`config.mk`:
```
export PLATFORM = sky130hd
export DESIGN_NAME = div
export DESIGN_NICKNAME = d
export VERILOG_FILES = /design/src/rtl/div.sv
export SDC_FILE = /design/constraint.sdc
export NUM_CORES = 1
export LEC_CHECK = 0
export ABC_CLOCK_PERIOD_IN_PS = 2800
export BUFFER_PORTS_ARGS = -buffer_cell sky130_fd_sc_hd__buf_2
export CAP_MARGIN = 0
export CORE_MARGIN = 10
export CORE_UTILIZATION = 45
export DETAILED_ROUTE_END_ITERATION = 8
export HOLD_SLACK_MARGIN = 0.06
export PLACE_DENSITY_LB_ADDON = 0.08
export SYNTH_ARGS = -nofsm -noshare
export SYNTH_HDL_FRONTEND = slang
export SYNTH_SLANG_ARGS = --single-unit
```
`constraint.sdc`:
```
create_clock -name clk -period 2.8 [get_ports clk]
set_input_delay 0.28 -clock clk [delete_from_list [all_inputs] [get_ports clk]]
set_output_delay 0.28 -clock clk [all_outputs]
set_load 0.02 [all_outputs]
```
`src/rtl/div.sv`:
```
// Multicycle restoring divider (DIV/DIVU): result valid 34 edges after start, or 2 edges for divide-by-zero.
// No backpressure: the requester holds start_i until ready_o and drops it to release the result.
module div #(
  parameter int DATA_W = 32
) (
  input  logic                clk,
  input  logic                rst,
  input  logic                signed_div_i,
  input  logic [DATA_W-1:0]   opdata1_i,
  input  logic [DATA_W-1:0]   opdata2_i,
  input  logic                start_i,
  input  logic                annul_i,
  output logic [2*DATA_W-1:0] result_o,
  output logic                ready_o
);

  typedef enum logic [1:0] {FREE, BYZERO, ON, END} state_t;
  localparam int CNT_W = $clog2(DATA_W + 1);

  state_t              state_q, state_d;
  logic [CNT_W-1:0]    cnt_q, cnt_d;
  logic [DATA_W-1:0]   rem_q, rem_d;
  logic [DATA_W-1:0]   quo_q, quo_d;
  logic [DATA_W-1:0]   dvs_q, dvs_d;
  logic                qneg_q, qneg_d;
  logic                rneg_q, rneg_d;
  logic [2*DATA_W-1:0] result_d;
  logic                ready_d;

  logic                op1_neg, op2_neg;
  logic [DATA_W-1:0]   op1_mag, op2_mag;
  logic [DATA_W:0]     trial, diff;

  assign op1_neg = signed_div_i & opdata1_i[DATA_W-1];
  assign op2_neg = signed_div_i & opdata2_i[DATA_W-1];
  assign op1_mag = op1_neg ? -opdata1_i : opdata1_i;
  assign op2_mag = op2_neg ? -opdata2_i : opdata2_i;

  // Dividend bits shift out of quo_q's MSB into the partial remainder while quotient bits enter at the LSB.
  assign trial = {rem_q, quo_q[DATA_W-1]};
  assign diff  = trial - {1'b0, dvs_q};

  always_comb begin
    state_d  = state_q;
    cnt_d    = cnt_q;
    rem_d    = rem_q;
    quo_d    = quo_q;
    dvs_d    = dvs_q;
    qneg_d   = qneg_q;
    rneg_d   = rneg_q;
    result_d = result_o;
    ready_d  = ready_o;
    case (state_q)
      FREE: begin
        ready_d  = 1'b0;
        result_d = '0;
        if (start_i && !annul_i) begin
          if (opdata2_i == '0) begin
            state_d = BYZERO;
          end else begin
            state_d = ON;
            cnt_d   = '0;
            rem_d   = '0;
            quo_d   = op1_mag;
            dvs_d   = op2_mag;
            qneg_d  = op1_neg ^ op2_neg;
            rneg_d  = op1_neg;
          end
        end
      end
      BYZERO: begin
        state_d  = END;
        result_d = '0;
        ready_d  = 1'b1;
      end
      ON: begin
        if (annul_i) begin
          state_d  = FREE;
          cnt_d    = '0;
          ready_d  = 1'b0;
          result_d = '0;
        end else if (cnt_q == CNT_W'(DATA_W)) begin
          state_d  = END;
          ready_d  = 1'b1;
          result_d = {(rneg_q ? -rem_q : rem_q), (qneg_q ? -quo_q : quo_q)};
        end else begin
          quo_d = {quo_q[DATA_W-2:0], ~diff[DATA_W]};
          rem_d = diff[DATA_W] ? trial[DATA_W-1:0] : diff[DATA_W-1:0];
          cnt_d = cnt_q + 1'b1;
        end
      end
      END: begin
        if (!start_i) begin
          state_d  = FREE;
          ready_d  = 1'b0;
          result_d = '0;
        end
      end
      default: state_d = FREE;
    endcase
  end

  always_ff @(posedge clk) begin
    if (!rst) begin
      state_q  <= FREE;
      cnt_q    <= '0;
      rem_q    <= '0;
      quo_q    <= '0;
      dvs_q    <= '0;
      qneg_q   <= 1'b0;
      rneg_q   <= 1'b0;
      result_o <= '0;
      ready_o  <= 1'b0;
    end else begin
      state_q  <= state_d;
      cnt_q    <= cnt_d;
      rem_q    <= rem_d;
      quo_q    <= quo_d;
      dvs_q    <= dvs_d;
      qneg_q   <= qneg_d;
      rneg_q   <= rneg_d;
      result_o <= result_d;
      ready_o  <= ready_d;
    end
  end

endmodule

```
==> report_table.html <==
<table>
<tr><th>Metric</th><th>Value</th></tr>
<tr><th colspan="2">Status</th></tr>
<tr><td>Status</td><td>complete, but fails checks</td></tr>
<tr><td>Violations in the final reports</td><td>negative setup slack</td></tr>
<tr><th colspan="2">Floorplanning</th></tr>
<tr><td>Cell row count</td><td>57</td></tr>
<tr><td>Die Footprint</td><td>31,000 um^2</td></tr>
<tr><td>Starting density of the core</td><td>45.5%</td></tr>
<tr><td>Die Span Y</td><td>176 um</td></tr>
<tr><td>I/O pins</td><td>134</td></tr>
<tr><td>Width of the chip</td><td>176 um</td></tr>
<tr><td>CORE AREA</td><td>24,100 um^2</td></tr>
<tr><th colspan="2">Synth</th></tr>
<tr><td>Count of distinct cell types in the synthesized netlist</td><td>74</td></tr>
<tr><td>Synth warnings</td><td>0</td></tr>
<tr><td>Sequential cell area fraction in the yosys report</td><td>31.2%</td></tr>
<tr><td>Post-synthesis cell count</td><td>1,399</td></tr>
<tr><td>Average cell area after synthesis</td><td>7.83 um^2</td></tr>
<tr><td>Number of synthesized flops with an enable pin</td><td>0</td></tr>
<tr><td>Most frequently used flop master after synthesis</td><td>dfxtp_1</td></tr>
<tr><td>Async S/R FF share, synth</td><td>0%</td></tr>
<tr><td>Post-synthesis register bit count</td><td>171</td></tr>
<tr><td>Synth Cell Area</td><td>11,000 um^2</td></tr>
<tr><td>Synthesized net count</td><td>1,511</td></tr>
<tr><th colspan="2">Drt</th></tr>
<tr><td>Antenna-violating nets left</td><td>0</td></tr>
<tr><td>Starting DRC count in detailed routing</td><td>661</td></tr>
<tr><td>Via-to-Cell Ratio</td><td>5.44</td></tr>
<tr><td>Count of unresolved DRC violations after routing</td><td>0</td></tr>
<tr><td>Routed vias</td><td>10.5k</td></tr>
<tr><td>Sum of routed wire length over all layers</td><td>32,600 um</td></tr>
<tr><td>Routed length per placed instance</td><td>16.9 um</td></tr>
<tr><td>Router iterations before antenna repair</td><td>5</td></tr>
<tr><th colspan="2">Clock tree</th></tr>
<tr><td>H-tree Lvls</td><td>4</td></tr>
<tr><td>Number of buffers on the longest clock path</td><td>2</td></tr>
<tr><td>Number of CTS-inserted buffers</td><td>17</td></tr>
<tr><td>Root buf cell</td><td>clkbuf_16</td></tr>
<tr><td>Insertion delay of the later-clocked pin in the worst-skew pair</td><td>450 ps</td></tr>
<tr><td>TritonCTS clock tree</td><td>yes</td></tr>
<tr><td>Clock transition at the register clock pins on the worst setup and hold paths after CTS</td><td>70 ps</td></tr>
<tr><td>Hold buffer count at CTS</td><td>0</td></tr>
<tr><td>Number of sinks on the clock net</td><td>171</td></tr>
<tr><th colspan="2">Placed design</th></tr>
<tr><td>Cell area after placement</td><td>12,700 um^2</td></tr>
<tr><td>Placer's final routability congestion estimate</td><td>0.937</td></tr>
<tr><td>I/O Buffers</td><td>133</td></tr>
<tr><td>Post-detail-place hpwl</td><td>24,700 um</td></tr>
<tr><td>DP Cell Count</td><td>1,888</td></tr>
<tr><th colspan="2">Timing</th></tr>
<tr><td>Count of endpoints failing setup in the final report</td><td>21</td></tr>
<tr><td>Final count of pins violating max slew</td><td>0</td></tr>
<tr><td>Tightest Pin Transition</td><td>694 ps</td></tr>
<tr><td>Number of endpoints with negative hold slack in the final report</td><td>0</td></tr>
<tr><td>Peak Freq</td><td>341 MHz</td></tr>
<tr><td>Fin crit period</td><td>2930 ps</td></tr>
<tr><td>Unrepaired setup endpoints after global routing</td><td>true</td></tr>
<tr><td>Post-route clock skew</td><td>9.31 ps</td></tr>
<tr><td>Post-layout worst setup margin</td><td>-129 ps</td></tr>
<tr><td>Setup TNS</td><td>-2110 ps</td></tr>
<tr><td>Worst slew margin relative to its limit</td><td>53.7%</td></tr>
<tr><td>Share of the clock period used by the worst path after layout</td><td>105%</td></tr>
<tr><th colspan="2">Critical path</th></tr>
<tr><td>Slowest cell delay on critical path</td><td>380 ps</td></tr>
<tr><td>Crit path capture type</td><td>flip-flop</td></tr>
<tr><td>FF-to-FF setup slack</td><td>-130 ps</td></tr>
<tr><td>Kind of start point of the critical path</td><td>flip-flop</td></tr>
<tr><td>Depth of the worst register-to-register path</td><td>14</td></tr>
<tr><td>Crit Path Category</td><td>reg -&gt; reg</td></tr>
<tr><td>Worst-path maximum fanout</td><td>6</td></tr>
<tr><td>Slowest cell on crit path</td><td>a221o_1</td></tr>
<tr><td>Critical R2R Launch</td><td>quo_q[31]$_SDFFE_PN0P_</td></tr>
<tr><td>Worst flop-to-flop path endpoint</td><td>rem_q[2]$_SDFFE_PN0P_</td></tr>
<tr><td>Required arrival time at the worst endpoint</td><td>3180 ps</td></tr>
<tr><td>Crit path DAT</td><td>3310 ps</td></tr>
<tr><td>Timing startpoint of the critical path</td><td>quo_q[31]$_SDFFE_PN0P_</td></tr>
<tr><td>Ordered list of cells on the worst path</td><td>inv_2 &gt; ha_4 &gt; fa_2 &gt; nand2b_4 &gt; a21oi_4 &gt; o21a_1 &gt; a221o_1 &gt; a31o_4 &gt; o21ai_4 &gt; xor2_4 &gt; buf_12 &gt; clkbuf_16 &gt; mux2i_1 &gt; a22o_1</td></tr>
<tr><td>Worst setup path endpoint</td><td>rem_q[2]$_SDFFE_PN0P_</td></tr>
<tr><th colspan="2">Finish</th></tr>
<tr><td>Post-route insts no fill</td><td>1,931</td></tr>
<tr><td>Share of post-route cells with drive strength above 1</td><td>21.6%</td></tr>
<tr><td>Final Net Count</td><td>1,706</td></tr>
<tr><td>Most frequent standard cell in the layout excluding fill and tap cells</td><td>nand2_1</td></tr>
<tr><td>Antenna cells</td><td>0</td></tr>
<tr><td>Layout area overhead</td><td>23.6%</td></tr>
<tr><td>Leading cell types in the layout, fill and taps excluded</td><td>nand2_1 (167), dfxtp_1 (165), nor2_1 (148)</td></tr>
<tr><td>Total non-filler cell area in the finished layout</td><td>13,500 um^2</td></tr>
<tr><th colspan="2">Power and ir drop</th></tr>
<tr><td>PwrDens</td><td>637 nW/um^2</td></tr>
<tr><td>Switching share of total power</td><td>39.1%</td></tr>
<tr><td>Leakage dissipation</td><td>5.77 nW</td></tr>
<tr><td>Proportion of power drawn by combinational gates</td><td>39.5%</td></tr>
<tr><td>Share of power burned in registers</td><td>33.4%</td></tr>
<tr><td>Maximum vdd ir drop</td><td>0.725 mV</td></tr>
<tr><td>Internal power</td><td>5.26 mW</td></tr>
<tr><td>Switching power of the nets</td><td>3.38 mW</td></tr>
<tr><td>Clock network fraction of design power</td><td>27.1%</td></tr>
<tr><th colspan="2">Global route</th></tr>
<tr><td>Global route total overflow</td><td>0</td></tr>
<tr><td>Overall fraction of global-route tracks in use</td><td>20.3%</td></tr>
<tr><td>Via count of the first global-routing pass</td><td>10.0k</td></tr>
<tr><td>M1 GR Usage</td><td>27.9%</td></tr>
<tr><td>Global Route met3 Usage</td><td>3.55%</td></tr>
<tr><td>Met2 Usage GRT</td><td>31.7%</td></tr>
<tr><td>Number of antenna violations at the first check in global routing</td><td>0</td></tr>
<tr><td>First-pass GRT wire length</td><td>51,900 um</td></tr>
<tr><td>Largest net degree at the start of global routing</td><td>82</td></tr>
<tr><td>Layer carrying the most global-route usage</td><td>met2</td></tr>
<tr><th colspan="2">Hold path</th></tr>
<tr><td>Hold crit path type</td><td>in -&gt; reg</td></tr>
<tr><th colspan="2">Job</th></tr>
<tr><td>Number of maximum-capacitance violations</td><td>0</td></tr>
</table>
-- synth_stat cells (37+ instances only) --
| cell type | count | area [um^2] |
|---|---|---|
| nor2_1 | 149 | 559 |
| dfxtp_1 | 171 | 3420 |
| nand2_1 | 167 | 627 |
| clkbuf_1 | 62 | 233 |
| mux2i_1 | 37 | 370 |
| ha_1 | 42 | 526 |
| o21ai_0 | 73 | 365 |
| inv_1 | 57 | 214 |
| a21oi_1 | 103 | 515 |
| a22oi_1 | 51 | 383 |
| xor2_1 | 52 | 455 |
| xnor2_1 | 97 | 850 |
-- cell type report --
type                       count  area, um^2
clock buffer                  18         439
inverter                      58         220
sequential                   171        3430
timing repair buffer         257        1800
tap                          324         405
multi-input combinational   1089        7120
fill                        2341       10600
clock inverter                14         128
-- worst max-delay path: cells and delay by family (launching register included) --
family,cells,cell delay [ps]
AND/OR/NAND/NOR,1,140
multiplexers,1,180
flip-flops,1,330
XOR/XNOR,1,270
buffers and inverters,3,390
adder cells (fa/ha/maj),2,330
AO/OA/AOI/OAI,6,1230
-- logic make-up (layout without fill, tap and decap cells) --
group,after synthesis,in the layout,share of synthesized area (%)
adder cells (fa/ha/maj),43,43,4.98
AND/OR/NAND/NOR,469,469,20.3
AO/OA/AOI/OAI,390,390,22.7
XOR/XNOR,150,150,12.1
multiplexers,37,37,3.38
flip-flops,171,171,31.2
buffers and inverters,139,347,5.31
-- worst min-delay path by stage --
stage / startpoint / to / slack (ps) / cells after the start
after floorplan: opdata2_i[0] / dvs_q[0]$_SDFFE_PN0P_ / 430 / 2
after global placement: result_o[0]$_SDFFE_PN0P_ / result_o[0]$_SDFFE_PN0P_ / 440 / 2
after detailed placement: result_o[0]$_SDFFE_PN0P_ / result_o[0]$_SDFFE_PN0P_ / 440 / 2
after CTS: opdata2_i[1] / dvs_q[1]$_SDFFE_PN0P_ / 130 / 3
after global routing: opdata2_i[30] / dvs_q[30]$_SDFFE_PN0P_ / 170 / 3
final: opdata2_i[1] / dvs_q[1]$_SDFFE_PN0P_ / 140 / 3
-- power by group through the flow --
stage	Clock [mW]	Combinational, mW	Sequential [mW]
3_3_place_gp	0	3.28	2.92
2_1_floorplan	0	2.31	2.87
5_1_grt	2.47	3.77	2.92
6_report	2.34	3.41	2.89
4_1_cts	2.38	3.35	2.88
3_5_place_dp	0	3.29	2.94
-- sequential cells by signal, summed over array words and instances (netlist names) --
| name | count |
|---|---|
| result_o | 64 |
| dvs_q | 32 |
| quo_q | 32 |
| rem_q | 32 |
| cnt_q | 6 |
| state_q | 2 |
| qneg_q | 1 |
| ready_o | 1 |
| rneg_q | 1 |
-- layer usage --
layer	up-vias	wire [um]	share of wire, %
li1	5341	-	-
met1	4900	15900	49
met2	227	14600	45
met3	30	1550	4.8
met4	0	592	1.8
met5	-	0	0
-- timing repair --
action,CTS,global route
resized for setup,10,21
pin swaps,7,14
cloned,1,3
endpoints found under the setup margin,33,40
buffers inserted,2,5
-- per-stage QoR --
step                      hold slack [ps]  power [mW]  util (%)  setup slack, ps
after CTS                             133        8.61      55.4            -88.9
final                                 140        8.63      56.2             -129
after detailed placement              441        6.23      52.7             -176
after global placement                438        6.21      52.7             -109
after global routing                  169        9.16      56.2             -244
after floorplan                       427        5.18         -            -27.0
(Power assumes the default switching activity.)
